## src/rtl/keypad_calc_sequencer.sv

```systemverilog
`default_nettype none
// ============================================================================
// Module   : keypad_calc_sequencer
// Purpose  : Keypad entry of two BCD operands, digit-serial BCD add, display
//            select. Optional subtraction via macro CALC_SUB_EN.
// Revision : 1.0 - initial release
// ============================================================================
module keypad_calc_sequencer #(
  parameter int         DIGITS  = 3,
  parameter logic [3:0] KEY_ADD = 4'hA,
  parameter logic [3:0] KEY_CLR = 4'hE,
  parameter logic [3:0] KEY_EQ  = 4'hF
) (
  input  logic                  clk,
  input  logic                  reset,
  input  logic                  key_valid,
  input  logic [3:0]            key_code,
  output logic [4*DIGITS-1:0]   cdu,
  output logic                  busy,
  output logic                  ovf,
  output logic [1:0]            state_o
);

  localparam int c_OP_W  = 4*DIGITS;
  localparam int c_CNT_W = $clog2(DIGITS+1);
  localparam int c_IDX_W = (DIGITS > 1) ? $clog2(DIGITS) : 1;

  typedef enum logic [1:0] {
    ST_ENT_A = 2'd0,
    ST_ENT_B = 2'd1,
    ST_ADD   = 2'd2,
    ST_SHOW  = 2'd3
  } state_t;

  state_t              r_state, w_state_nxt;
  logic [c_OP_W-1:0]   r_a, r_b, r_r, r_cdu;
  logic [c_OP_W-1:0]   w_a_nxt, w_b_nxt, w_r_nxt, w_cdu_nxt, w_r_upd;
  logic [c_CNT_W-1:0]  r_cnt_a, r_cnt_b, w_cnt_a_nxt, w_cnt_b_nxt;
  logic [c_IDX_W-1:0]  r_idx, w_idx_nxt;
  logic                r_carry, w_carry_nxt, r_ovf, w_ovf_nxt;
  logic [3:0]          w_dig_a, w_dig_b, w_dig_r;
  logic [4:0]          w_sum;
  logic                w_cy;
  logic                w_is_digit;

`ifdef CALC_SUB_EN
  localparam logic [3:0] c_KEY_SUB = 4'hB;
  logic                r_sub, w_sub_nxt;
  logic [4:0]          w_dif;

  // Magnitude of a negative result: 10^DIGITS - v, digit by digit.
  function automatic logic [c_OP_W-1:0] tens_comp(input logic [c_OP_W-1:0] v);
    logic [c_OP_W-1:0] res;
    logic [4:0]        t;
    logic              c;
    res = '0;
    c   = 1'b1;
    for (int k = 0; k < DIGITS; k++) begin
      t = 5'd9 - {1'b0, v[4*k +: 4]} + {4'd0, c};
      if (t > 5'd9) begin
        res[4*k +: 4] = t[3:0] - 4'd10;
        c = 1'b1;
      end else begin
        res[4*k +: 4] = t[3:0];
        c = 1'b0;
      end
    end
    return res;
  endfunction
`endif

  // Digit slice selected by the add index, and the updated result word.
  always_comb begin
    w_dig_a = '0;
    w_dig_b = '0;
    for (int k = 0; k < DIGITS; k++) begin
      if (r_idx == c_IDX_W'(k)) begin
        w_dig_a = r_a[4*k +: 4];
        w_dig_b = r_b[4*k +: 4];
      end
    end
  end

  always_comb begin
    w_sum   = {1'b0, w_dig_a} + {1'b0, w_dig_b} + {4'd0, r_carry};
    w_dig_r = w_sum[3:0];
    w_cy    = 1'b0;
    if (w_sum > 5'd9) begin
      w_dig_r = w_sum[3:0] + 4'd6;
      w_cy    = 1'b1;
    end
`ifdef CALC_SUB_EN
    w_dif = {1'b0, w_dig_a} - {1'b0, w_dig_b} - {4'd0, r_carry};
    if (r_sub) begin
      w_dig_r = w_dif[3:0];
      w_cy    = w_dif[4];
      if (w_dif[4]) w_dig_r = w_dif[3:0] + 4'd10;
    end
`endif
    w_r_upd = r_r;
    for (int k = 0; k < DIGITS; k++) begin
      if (r_idx == c_IDX_W'(k)) w_r_upd[4*k +: 4] = w_dig_r;
    end
  end

  always_comb begin
    w_state_nxt = r_state;
    w_a_nxt     = r_a;
    w_b_nxt     = r_b;
    w_r_nxt     = r_r;
    w_cnt_a_nxt = r_cnt_a;
    w_cnt_b_nxt = r_cnt_b;
    w_idx_nxt   = r_idx;
    w_carry_nxt = r_carry;
    w_ovf_nxt   = r_ovf;
`ifdef CALC_SUB_EN
    w_sub_nxt   = r_sub;
`endif
    w_is_digit  = (key_code <= 4'd9);

    if (r_state == ST_ADD) begin
      w_r_nxt     = w_r_upd;
      w_carry_nxt = w_cy;
      w_idx_nxt   = r_idx + c_IDX_W'(1);
      if (r_idx == c_IDX_W'(DIGITS-1)) begin
        w_state_nxt = ST_SHOW;
        w_idx_nxt   = '0;
        w_ovf_nxt   = w_cy;
`ifdef CALC_SUB_EN
        if (r_sub && w_cy) w_r_nxt = tens_comp(w_r_upd);
`endif
      end
    end else if (key_valid) begin
      if (key_code == KEY_CLR) begin
        w_state_nxt = ST_ENT_A;
        w_a_nxt     = '0;
        w_b_nxt     = '0;
        w_r_nxt     = '0;
        w_cnt_a_nxt = '0;
        w_cnt_b_nxt = '0;
        w_ovf_nxt   = 1'b0;
      end else if (key_code == KEY_ADD) begin
        if (r_state == ST_ENT_A || r_state == ST_SHOW) begin
          w_state_nxt = ST_ENT_B;
          w_b_nxt     = '0;
          w_cnt_b_nxt = '0;
          w_ovf_nxt   = 1'b0;
`ifdef CALC_SUB_EN
          w_sub_nxt   = 1'b0;
`endif
          // Chained addition: the shown result becomes the new A.
          if (r_state == ST_SHOW) begin
            w_a_nxt     = r_r;
            w_cnt_a_nxt = c_CNT_W'(DIGITS);
          end
        end
`ifdef CALC_SUB_EN
      end else if (key_code == c_KEY_SUB) begin
        if (r_state == ST_ENT_A) begin
          w_state_nxt = ST_ENT_B;
          w_b_nxt     = '0;
          w_cnt_b_nxt = '0;
          w_sub_nxt   = 1'b1;
        end
`endif
      end else if (key_code == KEY_EQ) begin
        if (r_state == ST_ENT_B) begin
          w_state_nxt = ST_ADD;
          w_idx_nxt   = '0;
          w_carry_nxt = 1'b0;
          w_r_nxt     = '0;
        end
      end else if (w_is_digit) begin
        case (r_state)
          ST_ENT_A: if (r_cnt_a != c_CNT_W'(DIGITS)) begin
            w_a_nxt      = r_a << 4;
            w_a_nxt[3:0] = key_code;
            w_cnt_a_nxt  = r_cnt_a + c_CNT_W'(1);
          end
          ST_ENT_B: if (r_cnt_b != c_CNT_W'(DIGITS)) begin
            w_b_nxt      = r_b << 4;
            w_b_nxt[3:0] = key_code;
            w_cnt_b_nxt  = r_cnt_b + c_CNT_W'(1);
          end
          ST_SHOW: begin
            w_state_nxt  = ST_ENT_A;
            w_a_nxt      = '0;
            w_a_nxt[3:0] = key_code;
            w_cnt_a_nxt  = c_CNT_W'(1);
            w_ovf_nxt    = 1'b0;
          end
          default: ;
        endcase
      end
    end

    case (w_state_nxt)
      ST_ENT_A: w_cdu_nxt = w_a_nxt;
      ST_SHOW:  w_cdu_nxt = w_r_nxt;
      default:  w_cdu_nxt = w_b_nxt;
    endcase
  end

  always_ff @(posedge clk) begin
    if (reset) begin
      r_state <= ST_ENT_A;
      r_a     <= '0;
      r_b     <= '0;
      r_r     <= '0;
      r_cdu   <= '0;
      r_cnt_a <= '0;
      r_cnt_b <= '0;
      r_idx   <= '0;
      r_carry <= 1'b0;
      r_ovf   <= 1'b0;
`ifdef CALC_SUB_EN
      r_sub   <= 1'b0;
`endif
    end else begin
      r_state <= w_state_nxt;
      r_a     <= w_a_nxt;
      r_b     <= w_b_nxt;
      r_r     <= w_r_nxt;
      r_cdu   <= w_cdu_nxt;
      r_cnt_a <= w_cnt_a_nxt;
      r_cnt_b <= w_cnt_b_nxt;
      r_idx   <= w_idx_nxt;
      r_carry <= w_carry_nxt;
      r_ovf   <= w_ovf_nxt;
`ifdef CALC_SUB_EN
      r_sub   <= w_sub_nxt;
`endif
    end
  end

  assign cdu     = r_cdu;
  assign ovf     = r_ovf;
  assign busy    = (r_state == ST_ADD);
  assign state_o = r_state;

endmodule
`default_nettype wire
```

## config.mk

```make
export PLATFORM = sky130hd
export DESIGN_NAME = keypad_calc_sequencer
export DESIGN_NICKNAME = d
export VERILOG_FILES = /design/src/rtl/keypad_calc_sequencer.sv
export SDC_FILE = /design/constraint.sdc
export NUM_CORES = 1
export LEC_CHECK = 0
export BUFFER_PORTS_ARGS = -buffer_cell sky130_fd_sc_hd__clkbuf_2
export CAP_MARGIN = 25
export CORE_AREA = 8 8 136 138
export CTS_CLUSTER_SIZE = 14
export DETAILED_ROUTE_END_ITERATION = 12
export DIE_AREA = 0 0 144 146
export GPL_TIMING_DRIVEN = 0
export HOLD_SLACK_MARGIN = 0.08
export PLACE_DENSITY = 0.41
export SETUP_SLACK_MARGIN = 0.5
export SLEW_MARGIN = 20
export SYNTH_ARGS = -nofsm -noshare
export SYNTH_HDL_FRONTEND = slang
export SYNTH_SLANG_ARGS = --single-unit
```

## constraint.sdc

```tcl
create_clock -name clk -period 5.21 [get_ports clk]
set_input_delay 1.042 -clock clk [delete_from_list [all_inputs] [get_ports clk]]
set_output_delay 1.042 -clock clk [all_outputs]
set_load 0.01 [all_outputs]
```

==> summary.md, run 1 <==
| Metric | Value |
|---|---|
| Die height | `146 um` |
| Area of the multi-input gates | `2630 um2` |
| Post-layout util | `28.9%` |
| Core box area | `16,300 um2` |
| DP Area | `4390 um2` |
| GRT Total Usage | `15.8%` |
| N_diodes | `0` |
| Initial Util | `24.7%` |
| Sink Count | `58` |
| Filler cell count | `1,797` |
| Avg Cell Area, Syn | `7.97 um2` |
| Area growth, synth to finish | `17.0%` |
| Cts bufs inserted | `9` |
| Synth cell types | `81` |
| Final Max Slew Viols | `0` |
| Startpoint class of the critical path | `register` |
| Share of post-route cells with drive strength above 1 | `14.1%` |
| DRC | `0` |
| Crit-path cells | `clkbuf_2, mux2i_1, nor2_1, a21oi_1, fa_1, inv_1, fa_1, xor2_1, inv_1, ha_1, nand2_1, o31ai_4, nor3_2, mux2_2, o21ai_0, a21oi_1` |
| Final ANT Viol Nets | `0` |
| WS Path Type | `register to register` |
| Num ports | `23` |
| Placer Congestion | `between 0.8 and 0.9` |
| Status | `completed` |
| RSZ-0062 raised after global routing | `no` |
| Async SR Flop Fraction | `0%` |
| Setup Buffers After CTS | `0` |
| Hold WS | `between 400 and 500 ps` |
| Clock Latency Late Sink | `350 ps` |
| GRT overflow | `0` |
| Arrival time worst endpoint | `4640 ps` |
| Port Buf Inserts | `20` |
| Wire per inst | `21.2 um` |
| Drt initial violations | `just under 300` |
| Top_reg_cell synth | `dfxtp_1` |
| Drt pass-1 iters | `5` |
| Flops & latches, synth | `58` |
| Die span in x | `144 um` |
| Placement Rows | `47` |
| Min-delay worst type | `register to register` |
| CP Buf/Inv Count | `3` |
| Number of synthesized flops with an enable pin | `0` |
| Cell Area, Synth | `4020 um2` |
| Slew headroom | `40.3%` |
| Nets | `559` |
| Vias in the first global route | `4,107` |
| DR vias | `4,211` |
| DP Wirelength | `12,200 um` |
| Crit end category | `register` |
| CTS Buffer Depth | `2` |
| Crit-path slowest cell | `xor2_1` |
| Initial antenna violation count | `0` |
| Critical Path Fanout Max | `10` |
| Total Die Area | `21,000 um2` |
| CTS tree | `done` |
| Root Buffer Master | `clkbuf_16` |
| Peak Freq | `227 MHz` |
| Worst-margin pin slew | `895 ps` |
| Cell Pwr Density | `325 nW/um2` |
| Synth warn | `0` |
| CP top delay family | `adder cells` |
| Post-route cell area | `4700 um2` |
| Tmin final | `4410 ps` |
| Storage cell area | `1160 um2` |
| Via density | `~5.5` |
| Period utilization | `84.7%` |
| Largest stage delay, worst path | `410 ps` |
| Max-cap violation count | `0` |
| IR drop worst, VDD | `0.163 mV` |
| Post-route clock skew | `approximately 9.7 ps` |
| Hold buffer count at cts | `0` |
| Seq/Total Area, Yosys | `between 20 and 30%` |
| Synth Net Count | `528` |
| Leak | `1.75 nW` |
| Clk pin slew, worst setup/hold paths | `60 ps` |
| Total negative slack | `0 ps` |
| CP required | `5440 ps` |
| Detailed Route WL | `16,100 um` |
| Final Hold Fails | `0` |
| Final Setup Violations | `0` |
| First-pass GRT wire length | `approximately 25,000 um` |
| # H-tree levels | `3` |
| Cells after synthesis | `approximately 500` |
| Largest net degree at the start of global routing | `12` |
-- stage by stage --
step | worst slack, ps | instances | total power [mW]
after floorplan | 1560 | 504 | 0.772
after global placement | 607 | 744 | 0.914
after detailed placement | 505 | 744 | 0.914
after CTS | 501 | 760 | 1.53
after global routing | 549 | 760 | 1.59
final | 795 | 760 | 1.53
-- synthesized netlist by cell type (3+ instances only) --
master     n  area share [%]
inv_1     18             1.7
o21a_1     3            0.56
a21boi_0   6             1.1
a21oi_1   37             4.6
nor2b_1    9             1.4
o21ai_1    5            0.62
nand4_1   15             2.3
nor2_1    60             5.6
ha_1      15             4.7
buf_2     10             1.2
clkbuf_1  19             1.8
nor3_1    13             1.6
nand2_1   47             4.4
a22oi_1    8             1.5
o311ai_0   3            0.65
nor4_1     3            0.47
a32oi_1    7             1.5
a21o_1     4            0.75
and2_1     8             1.2
dfxtp_1   58              29
a211o_1    3            0.65
a211oi_1   4            0.75
a22o_1     5             1.1
a31oi_1    7             1.1
mux2i_1   15             3.7
nand2b_1   7             1.1
nand3_1    9             1.1
a221o_1    4             1.0
a221oi_1   6             1.3
or3_1      3            0.47
o31ai_1    4            0.75
buf_4      3            0.56
o21ai_0   24             3.0
-- power by group --
part,total (mW),internal (mW),leakage (nW),switching (mW)
Clock,0.614,0.382,0.141,0.232
Combinational,0.415,0.139,1.14,0.277
Sequential,0.496,0.474,0.471,0.0220
-- metal layers --
layer	wire length [um]	global-route usage (%)	part of all wire [%]	up-vias
li1	-	-	-	1928
met1	7380	21.3	46	2076
met2	7040	23.1	44	167
met3	1090	3.44	6.7	40
met4	616	7.31	3.8	0
met5	0	0	0	-
-- path summary, 6_finish.rpt --
kind | from | depth (start not counted) | endpoint | slack, ps
max | r_idx[0] | 16 | cdu[10] | 800
min | r_cnt_b[1] | 2 | r_cnt_b[1] | 470
max reg2reg | r_idx[0] | 16 | cdu[10] | 800
min reg2reg | r_cnt_b[1] | 2 | r_cnt_b[1] | 470
-- registers in the layout (all words and copies together) (netlist names) --
register  cells
cdu          12
r_a          12
r_b          12
r_r          12
r_cnt_a       2
r_cnt_b       2
r_idx         2
state_o       2
ovf           1
r_carry       1
-- placed cells by master (no fill, tap or decap), drive strengths merged, types with 3 or more instances in the layout --
cell,Yosys,final
a32oi,7,7
nand2b,7,7
or3,3,3
a31oi,7,7
a21o,4,4
nor2b,9,9
and2,9,9
nor3,15,15
o21ai,29,29
nand3,9,9
a211o,3,3
a221o,4,4
clkinvlp,0,3
ha,15,15
nand4,15,15
nor4,4,4
a211oi,6,6
a22oi,8,8
a221oi,8,8
a21bo,4,4
clkbuf,20,51
nand2,47,47
a21oi,37,37
nor2,62,62
mux2i,15,15
o21a,5,5
buf,15,14
a21boi,6,6
inv,18,18
a22o,5,5
dfxtp,58,58
o311ai,4,4
o31ai,6,6
-- area by class of cell --
type,count,share of cell area [%]
Inverter,18,1.44
Sequential cell,58,24.7
Multi-Input combinational cell,393,55.9
Buffer,35,3.51
Timing Repair Buffer,20,2.13
Tap cell,220,5.86
Clock inverter,6,1.41
Clock buffer,10,5.09
-- what timing repair did --
item                                    4_1_cts  5_1_grt
endpoints found under the setup margin        0        6
gates resized for setup                       0        1
hold endpoints to repair                      0        0
-- kinds of logic after synthesis --
| group | after synthesis | share of synthesized area (%) |
|---|---|---|
| xor gates and xnor gates | 1 | 0.218 |
| muxes | 17 | 4.30 |
| adders and majority gates | 17 | 5.67 |
| buffers and inverters | 53 | 5.76 |
| DFF | 58 | 28.9 |
| AOI/OAI and AO/OA | 165 | 30.4 |
| and+or+nand+nor | 193 | 24.8 |
-- worst register-to-register path: stages (launching register included) --
cell      delay (ps)
dfxtp_1          380
clkbuf_2         380
mux2i_1          260
nor2_1            60
a21oi_1          310
fa_1             300
inv_1             70
fa_1             400
xor2_1           410
inv_1            160
ha_1             270
nand2_1          120
o31ai_4          150
nor3_2           280
mux2_2           390
o21ai_0          260
a21oi_1          110
Power figures use the tool's default switching activity.
==> run 2, diff against run 1 <==
clock period = 4.2 ns   (was 5.21 ns; I/O delays follow)
==> run 2 against run 1 <==
Net effect:
- wire length rose by 0.81%
- sequential cell count did not move
- setup slack got worse by 140 ps
- hold slack improved by 0.82 ps
- clock power rose by 24%
- first-iteration DRC count rose by 4.5%
- global-route usage barely moved
- core utilization rose by 0.94 points
- critical path type unchanged
- fmax rose by 25%
==> summary.md, run 2 (synthesis gave the netlist of run 1 again) <==
| Metric | Value |
|---|---|
| # H-tree levels | `3 (unchanged)` |
| Worst-margin pin slew | `891 ps (-4.90 ps)` |
| Startpoint class of the critical path | `register` |
| Total negative slack | `0 ps (unchanged)` |
| Leak | `1.82 nW (+4.0%)` |
| WS Path Type | `register to register` |
| Arrival time worst endpoint | `3720 ps (-920 ps)` |
| Root Buffer Master | `clkbuf_16` |
| Cell Pwr Density | `396 nW/um2 (+22%)` |
| Cts bufs inserted | `9 (unchanged)` |
| Nets | `569 (+1.8%)` |
| GRT overflow | `0 (unchanged)` |
| Min-delay worst type | `register to register` |
| Final Max Slew Viols | `0 (unchanged)` |
| Detailed Route WL | `16,300 um (+0.81%)` |
| Clk pin slew, worst setup/hold paths | `60 ps (about the same)` |
| Placed insts | `744 (unchanged)` |
| R2R Setup Slk | `660 ps (-140 ps)` |
| DP Wirelength | `12,200 um (unchanged)` |
| Peak Freq | `282 MHz (+25%)` |
| Placement Rows | `47 (unchanged)` |
| Core box area | `16,300 um2 (unchanged)` |
| Vias in the first global route | `4,084 (-0.56%)` |
| Num ports | `23 (unchanged)` |
| Share of post-route cells with drive strength above 1 | `19.8% (+5.7 points)` |
| Tmin final | `3540 ps (-873 ps)` |
| Via density | `5.56 (+0.37%)` |
| Max-cap violation count | `0 (unchanged)` |
| Setup ws final | `658 ps (-137 ps)` |
| Status | `completed` |
| Post-route clock skew | `9.20 ps (-0.519 ps)` |
| Wire per inst | `21.1 um (-0.50%)` |
| Initial Util | `24.7% (unchanged)` |
| Hold buffer count at cts | `0 (unchanged)` |
| Clock Latency Late Sink | `350 ps (about the same)` |
| Post-layout util | `29.8% (+0.94 points)` |
| DR vias | `4,282 (+1.7%)` |
| Initial antenna violation count | `0 (unchanged)` |
| N_diodes | `0 (unchanged)` |
| DRC | `0 (unchanged)` |
| Die span in x | `144 um (unchanged)` |
| RSZ-0062 raised after global routing | `no` |
| Crit end category | `register` |
| Total Die Area | `21,000 um2 (unchanged)` |
| GRT Total Usage | `15.8% (about the same)` |
| Critical Path Fanout Max | `9 (-1)` |
| Period utilization | `84.3% (-0.40 points)` |
| Drt pass-1 iters | `5 (unchanged)` |
| Largest net degree at the start of global routing | `12 (unchanged)` |
| CP required | `4370 ps (-1070 ps)` |
| Overall Power | `1.92 mW (+26%)` |
| Final ANT Viol Nets | `0 (unchanged)` |
| Final Setup Violations | `0 (unchanged)` |
| Slew headroom | `40.6% (+0.33 points)` |
| Die height | `146 um (unchanged)` |
| DP Area | `4390 um2 (unchanged)` |
| IR drop worst, VDD | `0.202 mV (+24%)` |
| CTS tree | `done` |
| Place WS | `-505 ps (-1010 ps)` |
| Filler cell count | `1,783 (-0.78%)` |
| Final Hold Fails | `0 (unchanged)` |
| Drt initial violations | `305 (+4.5%)` |
| Commonest non-fill, non-tap cell in the layout | `nor2_1` |
| Hold WS | `470 ps (+0.816 ps)` |
| Area growth, synth to finish | `20.8%` |
| First-pass GRT wire length | `24,900 um (unchanged)` |
| Placer Congestion | `0.887 (unchanged)` |
| Sink Count | `58 (unchanged)` |
| Most frequent cells in the layout | `nor2_1 (59), dfxtp_1 (56), nand2_1 (47)` |
| Fin cells | `770 (+1.3%)` |
| Port Buf Inserts | `20 (unchanged)` |
| CTS Buffer Depth | `2 (unchanged)` |
| Post-route cell area | `4850 um2 (+3.2%)` |
run 2: cell count changes in the layout (fill, tap and decap cells not counted), moves of 3 or more:
cell	change
ha_2	+3
buf_4	+11
ha_1	-3
clkbuf_1	-6
clkbuf_2	+5
o21ai_2	+3
run 2: area by class of cell:
class,instances,area (um2),share of cell area [%]
Timing Repair Buffer,30,175,3.61
Multi-Input combinational cell,393,2680,55.3
Buffer,35,181,3.74
Sequential cell,58,1160,24.0
Clock inverter,6,66.3,1.37
Clock buffer,10,239,4.93
Tap cell,220,275,5.67
Inverter,18,67.6,1.39
run 2: what timing repair did:
item                       CTS  global route
resized for setup           16            17
pin swaps                    2             2
buffers inserted             1             9
setup endpoints to repair   21            19
run 2: layer usage:
layer,share of wire (%),global-route usage (%)
met2,44,23.1
met3,6.5,3.02
met5,0,0
met1,46,21.4
met4,4.1,7.79
run 2: final timing paths:
path / startpoint / to / cells past startpoint
hold reg to reg: r_cnt_b[1] / r_cnt_b[1] / 2
setup / recovery: r_idx[0] / cdu[5] / 16
hold / removal: r_cnt_b[1] / r_cnt_b[1] / 2
setup reg to reg: r_idx[0] / cdu[5] / 16
run 2: critical path: stages, from the launching register on:
cell	delay, ps
dfxtp_2	360
buf_6	160
mux2i_1	200
nor2_1	60
a21oi_2	210
fa_2	270
inv_1	60
fa_2	590
inv_1	90
ha_1	230
nand2_1	120
o31ai_4	140
buf_4	170
nand4_1	70
o311ai_0	170
o311ai_1	370
a221oi_2	110
run 2: report_power, final:
part	switching [mW]	leakage, nW	total, mW	internal [mW]
logic	0.350	1.21	0.544	0.194
clock network	0.287	0.141	0.761	0.474
registers	0.0277	0.471	0.616	0.589
total	0.665	1.82	1.92	1.26
==> run 3, diff against run 2 <==
ABC_AREA = 1   (was unset)
CORE_AREA = 8 8 134 136   (was 8 8 136 138)
DIE_AREA = 0 0 142 144   (was 0 0 144 146)
PLACE_DENSITY = 0.43   (was 0.41)
clock period = 2.9 ns   (was 4.2 ns; I/O delays follow)
==> run 3 against run 2 <==
Net effect:
- the flow now finishes with violations (negative setup slack)
- cell area rose by 6.3%
- sequential cell count did not move
- non-clock buffer count rose by 1
- cell count rose by 17%
- wire length fell by 6.5%
- fmax rose by 20%
- setup slack got worse by 700 ps
- clock skew barely moved
- hold slack got worse by 8.2 ps
- clock power rose by 25%
- register-to-register slack got worse by 700 ps
- core utilization rose by 2.4 points
- critical endpoint is now cdu[1]
- largest cell class unchanged
- highest routed layer unchanged
==> summary.md, run 3 <==
| Metric | Value |
|---|---|
| Avg Cell Area, Syn | `6.30 um2 (-21%)` |
| Synth cell count leaders | `nand2_1 (182), a21oi_1 (75), inv_1 (73), dfxtp_1 (58), nor2_1 (48)` |
| CP startpoint | `r_idx[1]` |
| Area growth, synth to finish | `32.4%` |
| Filler cell count | `1,750 (-1.9%)` |
| Startpoint class of the critical path | `register` |
| Async SR Flop Fraction | `0% (unchanged)` |
| Sink Count | `58 (unchanged)` |
| Post-route cell area | `5160 um2 (+6.3%)` |
| Tmin final | `2940 ps (-600 ps)` |
| Root Buffer Master | `clkbuf_16` |
| Final Setup Violations | `12 (+12)` |
| Min-delay worst type | `register to register` |
| R2R depth | `15 (-1)` |
| Flops & latches, synth | `58 (unchanged)` |
| WS Path Type | `register to register` |
| Leak | `2.23 nW (+23%)` |
| Placement Rows | `47 (unchanged)` |
| Drt pass-1 iters | `5 (unchanged)` |
| Cell Pwr Density | `639 nW/um2 (+61%)` |
| Overall Power | `3.30 mW (+72%)` |
| Launching point of the worst reg2reg path | `r_idx[1]` |
| RSZ-0062 raised after global routing | `yes` |
| Drt initial violations | `332 (+8.9%)` |
| Slew headroom | `46.0% (+5.3 points)` |
| Final Hold Fails | `0 (unchanged)` |
| Final Max Slew Viols | `0 (unchanged)` |
| Storage cell area | `1180 um2 (+1.2%)` |
| Core box area | `16,100 um2 (-1.4%)` |
| Number of synthesized flops with an enable pin | `0 (unchanged)` |
| CTS tree | `done` |
| Crit end category | `register` |
| DR vias | `4,289 (+0.16%)` |
| Worst-margin pin slew | `810 ps (-80.1 ps)` |
| Setup ws final | `-42.0 ps (-700 ps)` |
| # H-tree levels | `3 (unchanged)` |
| CP required | `3150 ps (-1220 ps)` |
| Placer Congestion | `0.924 (+4.1%)` |
| First-pass GRT wire length | `23,300 um (-6.6%)` |
| Crit-path cells | `nor2_4, clkbuf_4, a221oi_4, fa_2, inv_2, ha_4, nand2_1, a21boi_2, nand2_2, nand3_2, nand3_2, nand2_2, nand2_2, nand2_2, a21oi_2` |
| Synth area leader | `dfxtp_1` |
| Max-cap violation count | `0 (unchanged)` |
| Area of the multi-input gates | `2700 um2 (+0.65%)` |
| GRT overflow | `0 (unchanged)` |
| Initial antenna violation count | `0 (unchanged)` |
| Detailed Route WL | `15,200 um (-6.5%)` |
| Cells after synthesis | `618 (+23%)` |
| Post-route clock skew | `9.54 ps (+0.340 ps)` |
| N_diodes | `0 (unchanged)` |
| Via density | `4.78 (-14%)` |
| Synth warn | `0 (unchanged)` |
| CTS Buffer Depth | `2 (unchanged)` |
| Cell Area, Synth | `3900 um2 (-3.0%)` |
| Peak Freq | `340 MHz (+20%)` |
| Synth top area cells | `dfxtp_1 (30%), nand2_1 (18%), a21oi_1 (9.6%), inv_1 (7.0%), nand3_1 (5.3%)` |
| Violated checks | `negative setup slack` |
| Hold path endpoint | `ovf` |
| Critical Path Fanout Max | `10 (+1)` |
| Num ports | `23 (unchanged)` |
| Top_reg_cell synth | `dfxtp_1` |
| Largest stage delay, worst path | `540 ps (-50 ps)` |
| Cts bufs inserted | `9 (unchanged)` |
| Arrival time worst endpoint | `3190 ps (-530 ps)` |
| HP Start | `ovf` |
| Synth cell types | `40 (-51%)` |
| Die span in x | `142 um (-1.4%)` |
| Count leader, synth | `nand2_1` |
| Status | `complete, but fails checks` |
| Period utilization | `101% (+17 points)` |
| GRT Total Usage | `15.1% (-0.64 points)` |
| Reg2reg end | `cdu[1]` |
| Clk pin slew, worst setup/hold paths | `50 ps (about the same)` |
| Synth Net Count | `642 (+22%)` |
| Initial Util | `24.3% (-0.39 points)` |
| Die height | `144 um (-1.4%)` |
| DP Wirelength | `11,400 um (-6.0%)` |
| IR drop worst, VDD | `0.259 mV (+28%)` |
| Clock Latency Late Sink | `330 ps (-20 ps)` |
| DP Area | `4320 um2 (-1.6%)` |
| Seq/Total Area, Yosys | `29.8% (+0.90 points)` |
| Largest net degree at the start of global routing | `11 (-1)` |
| Most frequent cells in the layout | `nand2_1 (154), inv_1 (61), a21oi_1 (54)` |
| Hold buffer count at cts | `0 (unchanged)` |
| Total Die Area | `20,400 um2 (-2.7%)` |
| Share of post-route cells with drive strength above 1 | `28.3% (+8.5 points)` |
| DRC | `0 (unchanged)` |
| Post-synth top area share | `29.8% (+0.90 points)` |
| Crit-path slowest cell | `fa_2` |
| Top cell by count, worst path | `nand2_2` |
| Commonest non-fill, non-tap cell in the layout | `nand2_1` |
| Vias in the first global route | `4,298 (+5.2%)` |
| WHS Path Cells | `2 (unchanged)` |
| Nets | `698 (+23%)` |
| Final ANT Viol Nets | `0 (unchanged)` |
| Port Buf Inserts | `21 (+5.0%)` |
| R2R Setup Slk | `-40 ps (-700 ps)` |
| Wire per inst | `16.9 um (-20%)` |
[run 3: cell types whose count changed after synthesis, sizes merged, moves of 13 or more]
cell,delta
o21ai,+13
a21oi,+42
nand4,-15
nand2,+142
nand3,+32
mux2i,-15
inv,+65
[run 3: cell type report]
type	instances	share of cell area [%]
multi-input combinational	455	52.4
sequential	58	22.8
inverter	84	6.60
timing repair buffer	45	5.53
tap	220	5.33
clock buffer	12	4.58
buffer	21	2.45
clock inverter	3	0.339
[run 3: kinds of logic after synthesis]
kind of cell             share of synthesized area (%)
AND/OR/NAND/NOR                                   32.0
adder cells (fa/ha/maj)                           5.84
AO/OA/AOI/OAI                                     21.7
buffers and inverters                             10.7
flip-flops                                        29.8
[run 3: stage by stage]
step                hold WS [ps]  instances  util [%]  setup TNS, ps  worst slack (ps)
floorplan                    450        618         -              0               113
global placement             464        859      26.9          -7870              -522
detailed placement           460        859      26.9          -7510              -488
CTS                          467        889      30.8              0              4.29
global route                 498        898      32.1          -2100              -188
finish                       462        898      32.1           -293             -42.0
[run 3: how the worst max path moves through the flow]
stage | depth (start not counted) | to
2_1_floorplan | 20 | cdu[1]
3_3_place_gp | 15 | cdu[9]
3_5_place_dp | 15 | cdu[9]
4_1_cts | 19 | cdu[1]
5_1_grt | 18 | cdu[11]
6_report | 15 | cdu[1]
[run 3: routing by layer]
metal,vias to the layer above,global-route usage [%],part of all wire [%]
met5,-,0,0
met4,0,7.29,3.9
met3,33,2.94,4.9
met2,111,25.9,47
met1,2015,17.8,44
li1,2130,-,-
[run 3: what timing repair did]
item / CTS / global route
endpoints found under the setup margin: 33 / 23
pin swaps: 21 / 28
buffers inserted: 15 / 9
resized for setup: 74 / 43
[run 3: report_power, final]
group | switching, mW | internal, mW | leakage, nW | total (mW)
clock | 0.385 | 0.570 | 0.122 | 0.955
combinational | 0.883 | 0.525 | 1.64 | 1.41
sequential | 0.0570 | 0.878 | 0.475 | 0.936
total | 1.32 | 1.97 | 2.23 | 3.30
[run 3: worst max-delay path, delay by kind of cell (launching register included)]
family                     cells  cell delay (ps)
adders and majority gates      2              660
buffers and inverters          2              340
DFF                            1              410
AOI/OAI and AO/OA              3              760
and+or+nand+nor                8              680
